**src/rtl/pwm_duty_meter.sv**
```systemverilog
// pwm_duty_meter
//   Monitors a PWM line: measures period and high time (in clk cycles)
//   between consecutive rising edges, converts them to an integer duty
//   percent with a 7-step restoring divider, and flags a line that has
//   stopped toggling.
//
// Ports
//   clk            system clock, rising edge
//   rst            synchronous active-high reset
//   ui_pwm_in      PWM line under measurement
//   uo_period      last valid period (clk cycles)
//   uo_high        last valid high time (clk cycles)
//   uo_meas_valid  one-cycle pulse when uo_period/uo_high update
//   uo_duty        duty percent 0..100, floor(high*100/period)
//   uo_duty_valid  one-cycle pulse when uo_duty updates
//   uo_stuck       no rising edge seen for TIMEOUT cycles
module pwm_duty_meter #(
  parameter int unsigned CNT_W   = 16,
  parameter int unsigned TIMEOUT = 1000,
  parameter bit          SYNC_EN = 1'b1
) (
  input  logic             clk,
  input  logic             rst,
  input  logic             ui_pwm_in,
  output logic [CNT_W-1:0] uo_period,
  output logic [CNT_W-1:0] uo_high,
  output logic             uo_meas_valid,
  output logic [6:0]       uo_duty,
  output logic             uo_duty_valid,
  output logic             uo_stuck
);

  localparam int unsigned      NW      = CNT_W + 7;
  localparam logic [CNT_W-1:0] CNT_MAX = '1;
  localparam logic [CNT_W-1:0] TO_M1   = CNT_W'(TIMEOUT - 1);
  localparam logic [6:0]       PCT100  = 7'd100;

  localparam logic [1:0] ST_IDLE = 2'd0;
  localparam logic [1:0] ST_DIV  = 2'd1;
  localparam logic [1:0] ST_DONE = 2'd2;

  // Input path and edge detect
  logic r_sync1, r_sync2, r_prev, r_primed;
  logic w_s, w_rise;

  assign w_s    = SYNC_EN ? r_sync2 : ui_pwm_in;
  // r_primed blocks a false rise on the first cycle after reset
  assign w_rise = r_primed & w_s & ~r_prev;

  always_ff @(posedge clk) begin
    if (rst) begin
      r_sync1  <= 1'b0;
      r_sync2  <= 1'b0;
      r_prev   <= 1'b0;
      r_primed <= 1'b0;
    end else begin
      r_sync1  <= ui_pwm_in;
      r_sync2  <= r_sync1;
      r_prev   <= w_s;
      r_primed <= 1'b1;
    end
  end

  // Period / high counters, saturating
  logic [CNT_W-1:0] r_per_cnt, r_high_cnt;
  logic             w_per_sat, w_high_sat;

  assign w_per_sat  = (r_per_cnt == CNT_MAX);
  assign w_high_sat = (r_high_cnt == CNT_MAX);

  always_ff @(posedge clk) begin
    if (rst) begin
      r_per_cnt  <= '0;
      r_high_cnt <= '0;
    end else if (w_rise) begin
      r_per_cnt  <= CNT_W'(1);
      r_high_cnt <= CNT_W'(1);
    end else begin
      if (!w_per_sat)
        r_per_cnt <= r_per_cnt + 1'b1;
      if (w_s && !w_high_sat)
        r_high_cnt <= r_high_cnt + 1'b1;
    end
  end

  // Measurement capture and stuck detection
  logic [CNT_W-1:0] r_period, r_high;
  logic             r_meas_valid, r_armed, r_stuck;
  logic             w_timeout;

  // Counter is about to reach TIMEOUT with no rise this cycle
  assign w_timeout = ~w_rise & ~r_stuck & (r_per_cnt == TO_M1);

  always_ff @(posedge clk) begin
    if (rst) begin
      r_period     <= '0;
      r_high       <= '0;
      r_meas_valid <= 1'b0;
      r_armed      <= 1'b0;
      r_stuck      <= 1'b0;
    end else begin
      r_meas_valid <= 1'b0;
      if (w_rise) begin
        r_stuck <= 1'b0;
        if (!r_armed) begin
          r_armed <= 1'b1;
        end else if (!w_per_sat) begin
          r_period     <= r_per_cnt;
          r_high       <= r_high_cnt;
          r_meas_valid <= 1'b1;
        end
      end else if (w_timeout) begin
        r_stuck <= 1'b1;
        r_armed <= 1'b0;
      end
    end
  end

  // Duty divider
  logic [1:0]       r_state;
  logic [NW-1:0]    r_num;
  logic [CNT_W-1:0] r_den;
  logic [6:0]       r_quo;
  logic [2:0]       r_bit;
  logic             r_force_pend;
  logic [6:0]       r_force_val;
  logic [6:0]       r_duty;
  logic             r_duty_valid;

  logic [NW-1:0]    w_den_sh, w_num_nx;
  logic [6:0]       w_quo_nx, w_force_val;
  logic             w_ge;

  assign w_den_sh    = NW'(r_den) << r_bit;
  assign w_ge        = (r_num >= w_den_sh);
  assign w_num_nx    = w_ge ? (r_num - w_den_sh) : r_num;
  assign w_quo_nx    = r_quo | (w_ge ? (7'd1 << r_bit) : 7'd0);
  assign w_force_val = w_s ? PCT100 : 7'd0;

  // The result is registered on the last DIV step, so it is visible in the
  // DONE cycle; DONE therefore behaves as IDLE and may accept a new start.
  always_ff @(posedge clk) begin
    if (rst) begin
      r_state      <= ST_IDLE;
      r_num        <= '0;
      r_den        <= '0;
      r_quo        <= '0;
      r_bit        <= '0;
      r_force_pend <= 1'b0;
      r_force_val  <= '0;
      r_duty       <= '0;
      r_duty_valid <= 1'b0;
    end else begin
      r_duty_valid <= 1'b0;
      case (r_state)
        ST_DIV: begin
          r_num <= w_num_nx;
          r_quo <= w_quo_nx;
          r_bit <= r_bit - 3'd1;
          if (r_bit == 3'd0) begin
            r_state      <= ST_DONE;
            r_duty_valid <= 1'b1;
            r_force_pend <= 1'b0;
            if (w_timeout)
              r_duty <= w_force_val;
            else if (r_force_pend)
              r_duty <= r_force_val;
            else
              r_duty <= w_quo_nx;
          end else if (w_timeout) begin
            // stuck while busy: forced value replaces the result at the end
            r_force_pend <= 1'b1;
            r_force_val  <= w_force_val;
          end
        end
        default: begin
          if (r_meas_valid) begin
            r_num   <= NW'(r_high) * NW'(PCT100);
            r_den   <= r_period;
            r_quo   <= '0;
            r_bit   <= 3'd6;
            r_state <= ST_DIV;
          end else begin
            r_state <= ST_IDLE;
          end
          if (w_timeout) begin
            r_duty       <= w_force_val;
            r_duty_valid <= 1'b1;
          end
        end
      endcase
    end
  end

  assign uo_period     = r_period;
  assign uo_high       = r_high;
  assign uo_meas_valid = r_meas_valid;
  assign uo_duty       = r_duty;
  assign uo_duty_valid = r_duty_valid;
  assign uo_stuck      = r_stuck;

endmodule
```
**config.mk**
```make
export PLATFORM = sky130hd
export DESIGN_NAME = pwm_duty_meter
export DESIGN_NICKNAME = d
export VERILOG_FILES = /design/src/rtl/pwm_duty_meter.sv
export SDC_FILE = /design/constraint.sdc
export NUM_CORES = 1
export LEC_CHECK = 0
export BUFFER_PORTS_ARGS = -buffer_cell sky130_fd_sc_hd__buf_2
export CAP_MARGIN = 20
export CORE_MARGIN = 2
export CORE_UTILIZATION = 62
export CTS_CLUSTER_SIZE = 24
export DETAILED_ROUTE_END_ITERATION = 10
export PLACE_DENSITY = 0.91
export SYNTH_ARGS = -nofsm -noshare
export SYNTH_HDL_FRONTEND = slang
export SYNTH_SLANG_ARGS = --single-unit
```
**constraint.sdc**
```tcl
create_clock -name clk -period 4.7 [get_ports clk]
set_clock_uncertainty 0.05 [all_clocks]
set_input_delay 0.705 -clock clk [delete_from_list [all_inputs] [get_ports clk]]
set_output_delay 0.705 -clock clk [all_outputs]
set_load 0.05 [all_outputs]
```
==> flow_summary.ini, run 1 <==
[status]
outcome = finished clean

[synth]
syn_avg_cell_area_um2 = 8.15
synth_warnings = 0
synth-compound-area-share = 0.181
yosys.area.top_type = dfxtp_1
synth_nets = 1143
synth-edff-count = 0
synth_top_family_by_area = simple AND/OR/NAND/NOR gates
async_reset_ff_frac = 0
ys_types = 64
synth-simple-area-share = 0.196
synth_top_cell_area_share = 0.310
synth-seq-cells = 132
yosysSeqAreaShare = 0.310
synth-xor-area-share = 0.0565
syn-cell-area_um2 = 8530
synthMuxAreaShare = 0.0518
syn_inst = 1046
ys.flop_type = dfxtp_1
synth_fa_ha_area_frac = 0.148
synthTopCellsByArea = dfxtp_1 31%, ha_1 12%, nand2_1 6.6%

[setup_path]
reg2reg_depth = 13
worstPathMaxFanout = 15
crit_required_ns = 4.96
crit_arrival_ns = 4.52
end_kind = register
start_kind = register
path_class = register to register

[cts]
clk_latency_ns = 0.42
cts_setup_buffers = 0
cts_hold_buf = 0
htree_levels = 4
clock-sinks = 132
cts_tree = yes
clockRootBuffer = clkbuf_16
cts-resized-gates = 0
clk_pin_slew_ns = 0.06
cts_buffers = 17
cts_max_path_buffers = 2

[power]
p_per_area_nw_per_um2 = 277
vdd_drop_max_uv = 232
power_w = 0.00262
p_leak_nw = 4.07

[placed_design]
place_congestion = 0.991
dpl.hpwl_um = 15000
numPortBuffers = 44

[global_route]
grt.overflow.total = 0
antenna_found_initial = 0
grt_max_degree = 83
grt_pass1_wl_um = 37100
first_global_vias = 7594
grt_use_total = 0.317

[timing]
max_freq_ghz = 0.235
slew_headroom = 0.272
fin_crit_ns = 4.26
tightest_slew_ns = 1.09
hold_viol_final = 0
slew_violations = 0
grt_setup_unrepaired = no
post-route-period-util = 0.906
setup_viol = 0
tns_ns = 0

[drt]
wirelength_um = 23000
antenna_left = 0
wl_per_cell_um = 18.2
drc = 0
drt_iter0_markers = 961
viasPerCell = 6.22
routed-via-count = 7840
firstDrtPassIters = 8

[cells_and_area]
fillCellCount = 973
nets = 1168
area_delta_synth_final_pct = 10.8
diodes = 0
drive_above_1_share = 0.120

[floorplan]
dieWidth_um = 121
io_pins = 45
die_height_um = 121
start_util = 0.639
coreArea_um2 = 13300
dieArea_um2 = 14700
rows = 42

[hold_path]
worstHoldPathCells = 2
worstHoldPathType = register to register

[run]
maxCapViolations = 0
[layout by cell type (no fill, tap or decap), types with 12 or more instances in the layout]
| master | instances |
|---|---|
| nand2_1 | 149 |
| dfxtp_1 | 132 |
| a21oi_1 | 108 |
| nor2_1 | 98 |
| ha_1 | 82 |
| inv_1 | 63 |
| buf_2 | 44 |
| o21ai_0 | 38 |
| nand3_1 | 31 |
| xnor2_1 | 31 |
| mux2i_1 | 25 |
| xor2_1 | 24 |
| nor3_1 | 22 |
| a211oi_1 | 17 |
| clkbuf_16 | 17 |
| nand4_1 | 15 |
| a21o_1 | 13 |
| fa_1 | 12 |
[sequential cells by signal, indices dropped and copies added, names as in the netlist, 2 cells and up]
register and count:
uo_duty 7, r_den 16, r_state 2, r_per_cnt 16, r_quo 7, r_num 23
r_bit 3, uo_period 16, r_high_cnt 16, uo_high 16
[logic make-up after synthesis]
| kind of cell | count (synthesis) |
|---|---|
| AOI/OAI and AO/OA | 243 |
| muxes | 35 |
| xor gates and xnor gates | 55 |
| DFF | 132 |
| adders and majority gates | 94 |
| buffers and inverters | 114 |
| and+or+nand+nor | 373 |
[final timing paths]
check / start / slack, ns / to
max: r_bit[1] / 0.44 / r_quo[3]
max reg2reg: r_bit[1] / 0.44 / r_quo[3]
min reg2reg: uo_duty[3] / 0.41 / uo_duty[3]
min: uo_duty[3] / 0.41 / uo_duty[3]
[layout make-up]
type / instances / area [um^2] / area share
Inverter: 64 / 240 / 0.0254
Tap cell: 176 / 220 / 0.0233
Timing Repair Buffer: 56 / 318 / 0.0336
Clock buffer: 18 / 429 / 0.0454
Multi-Input combinational cell: 800 / 5410 / 0.573
Clock inverter: 14 / 189 / 0.0200
Sequential cell: 132 / 2640 / 0.280
[stage by stage]
| step | instance area (um^2) | setup WS (ns) | std cells | util | hold WS, ns |
|---|---|---|---|---|---|
| after detailed placement | 8830 | 0.577 | 1228 | 0.662 | 0.394 |
| after floorplan | 8530 | 0.965 | 1046 | - | 0.364 |
| after CTS | 9450 | 0.544 | 1260 | 0.708 | 0.417 |
| after global placement | 8820 | 0.732 | 1227 | 0.660 | 0.367 |
| final | 9450 | 0.441 | 1260 | 0.708 | 0.413 |
| after global routing | 9450 | 0.209 | 1260 | 0.708 | 0.431 |
[synth_stat cells, types with 5 or more instances]
library cell and count:
nand3_1 31, fa_1 12, nor2b_1 11, xor2_1 24, dfxtp_1 132, o21ai_0 38
a31oi_1 5, buf_2 7, inv_1 63, xnor2_1 31, a21oi_1 108, mux4_2 7
nor2_1 98, a311oi_1 5, a21oi_2 10, ha_1 82, a21o_1 13, clkbuf_1 34
or2_2 6, or3_1 6, mux2i_1 25, and3_1 10, nand2b_1 11, nand4_1 15
o21bai_1 5, nand2_1 149, nor3_1 22, a211oi_1 17
[worst max-delay path, stage by stage, from the launching register on]
cell and delay (ns):
dfxtp_1 0.67, buf_4 0.31, mux2i_1 0.11, o21ai_0 0.32
mux2i_1 0.15, ha_1 0.42, a21o_1 0.23, a21o_1 0.18
a221oi_1 0.27, o21bai_1 0.16, a221oi_2 0.46, o21bai_2 0.29
and3_1 0.30, a22o_1 0.23
[metal layers]
layer  up-vias  wire length [um]  track usage
met4         0               712        0.124
met3        82              1690       0.0658
li1       3693                 -            -
met1      3690              9370        0.398
met2       375             11200        0.533
met5         -                 0            0
[report_power, final]
part	total [W]	leakage (nW)	switching [W]	internal (W)
logic	0.0000767	2.70	0.0000521	0.0000246
registers	0.00113	1.06	0.00000770	0.00112
clock network	0.00141	0.302	0.000555	0.000853
total	0.00262	4.07	0.000614	0.00200
(Power assumes the default switching activity.)
==> inputs of run 2 (changes only) <==
CELL_PAD_IN_SITES_DETAIL_PLACEMENT = 0   (was not set)
CELL_PAD_IN_SITES_GLOBAL_PLACEMENT = 1   (was not set)
CORE_UTILIZATION = 47   (was 62)
SKIP_LAST_GASP = 1   (was not set)
==> run 2 against run 1 <==
Net effect: final cell count grew 4.5%; register-to-register slack lost 0.06 ns; count of clock-buffer cells in the layout decreased by 1; via count is 6.8% lower; routed wire length is 11% lower; worst setup slack lost 0.056 ns; worst hold slack got worse by 0.022 ns.
==> flow_summary.ini, run 2 (synthesis gave the netlist of run 1 again) <==
[floorplan]
io_pins = 45
dieArea_um2 = 19200
start_util = 0.476
die_height_um = 139
rows = 49
coreArea_um2 = 17900
dieWidth_um = 139

[setup_path]
path_class = register to register
end_kind = register
crit_required_ns = 4.97
crit_arrival_ns = 4.58
worstPathMaxFanout = 20
reg2reg_depth = 13
start_kind = register

[cts]
cts_tree = yes
cts_setup_buffers = 0
clockRootBuffer = clkbuf_16
htree_levels = 4
clock-sinks = 132
cts_buffers = 17
clk_latency_ns = 0.42
cts_hold_buf = 0
clk_pin_slew_ns = 0.06
cts-resized-gates = 0
cts_max_path_buffers = 2

[hold_path]
worstHoldPathType = register to register
worstHoldPathCells = 1

[timing]
setup_viol = 0
tns_ns = 0
tightest_slew_ns = 1.03
grt_setup_unrepaired = no
layout_setup_ws_ns = 0.385
max_freq_ghz = 0.232
hold_viol_final = 0
post-route-period-util = 0.918
slew_headroom = 0.314
fin_crit_ns = 4.32
holdWs_ns = 0.392
slew_violations = 0

[cells_and_area]
multiInputGateArea_um2 = 5410
largest_reg_flops = 23
fillCellCount = 1716
top_register = r_num
seq_area_um2 = 2640
final_util = 0.531
nets = 1172
diodes = 0
drive_above_1_share = 0.124
fin_cells = 1317
final_cell_mix = 149 x nand2_1, 132 x dfxtp_1, 108 x a21oi_1
mostFrequentLayoutCell = nand2_1
area_delta_synth_final_pct = 11.5

[placed_design]
place_congestion = 0.931
numPortBuffers = 44
placed_cells = 1284
pre_cts_slack_ns = 0.475
dpl.hpwl_um = 14900

[status]
outcome = finished clean

[global_route]
grt.overflow.total = 0
antenna_found_initial = 0
grt_pass1_wl_um = 34300
grt_max_degree = 83
grt_use_total = 0.216
first_global_vias = 6948

[power]
p_leak_nw = 4.07
p_per_area_nw_per_um2 = 266
vdd_drop_max_uv = 230

[drt]
viasPerCell = 5.55
wl_per_cell_um = 15.6
routed-via-count = 7305
drc = 0
firstDrtPassIters = 5
antenna_left = 0
wirelength_um = 20500
drt_iter0_markers = 432

[run]
maxCapViolations = 0
## run 2: cell count changes in the layout (fill, tap and decap cells not counted), sizes merged
cell | previous run | this run
inv | 72 | 73
buf | 56 | 60
clkbuf | 18 | 17
clkinv | 2 | 4
bufinv | 3 | 1
## run 2: per-stage QoR
stage	instance area, um^2	total power (W)
2_1_floorplan	8530	0.00121
3_3_place_gp	8910	0.00123
4_1_cts	9500	0.00255
6_report	9510	0.00253
3_5_place_dp	8910	0.00123
5_1_grt	9510	0.00261
## run 2: worst paths after layout
path,from,end,slack (ns)
worst max register to register,r_bit[1],r_quo[3],0.39
worst min-delay path,r_sync1,r_sync2,0.39
worst min register to register,r_sync1,r_sync2,0.39
worst max-delay path,r_bit[1],r_quo[3],0.39
## run 2: metal layers
metal | GRT usage | wire, um | part of all wire
met5 | 0 | 0 | 0
met4 | 0.0627 | 347 | 0.017
met3 | 0.0394 | 737 | 0.036
met2 | 0.350 | 9460 | 0.46
met1 | 0.295 | 9950 | 0.49
## run 2: area by class of cell
cell class                      count  area share
Clock buffer                       17      0.0447
Clock inverter                     15      0.0170
Inverter                           64      0.0252
Multi-Input combinational cell    800       0.569
Sequential cell                   132       0.278
Tap cell                          229      0.0301
Timing Repair Buffer               60      0.0366
## run 2: critical path: stages (launching register included)
cell	delay, ns
dfxtp_1	0.82
buf_4	0.30
mux2i_1	0.23
o21ai_0	0.14
mux2i_1	0.23
ha_1	0.35
a21o_1	0.24
a21o_1	0.19
a221oi_1	0.28
o21bai_1	0.16
a221oi_2	0.43
o21bai_2	0.27
and3_1	0.29
a22o_1	0.22
## run 2: where the power goes
group          switching [W]  internal, W
combinational      0.0000498    0.0000259
sequential        0.00000740      0.00112
clock               0.000570     0.000753
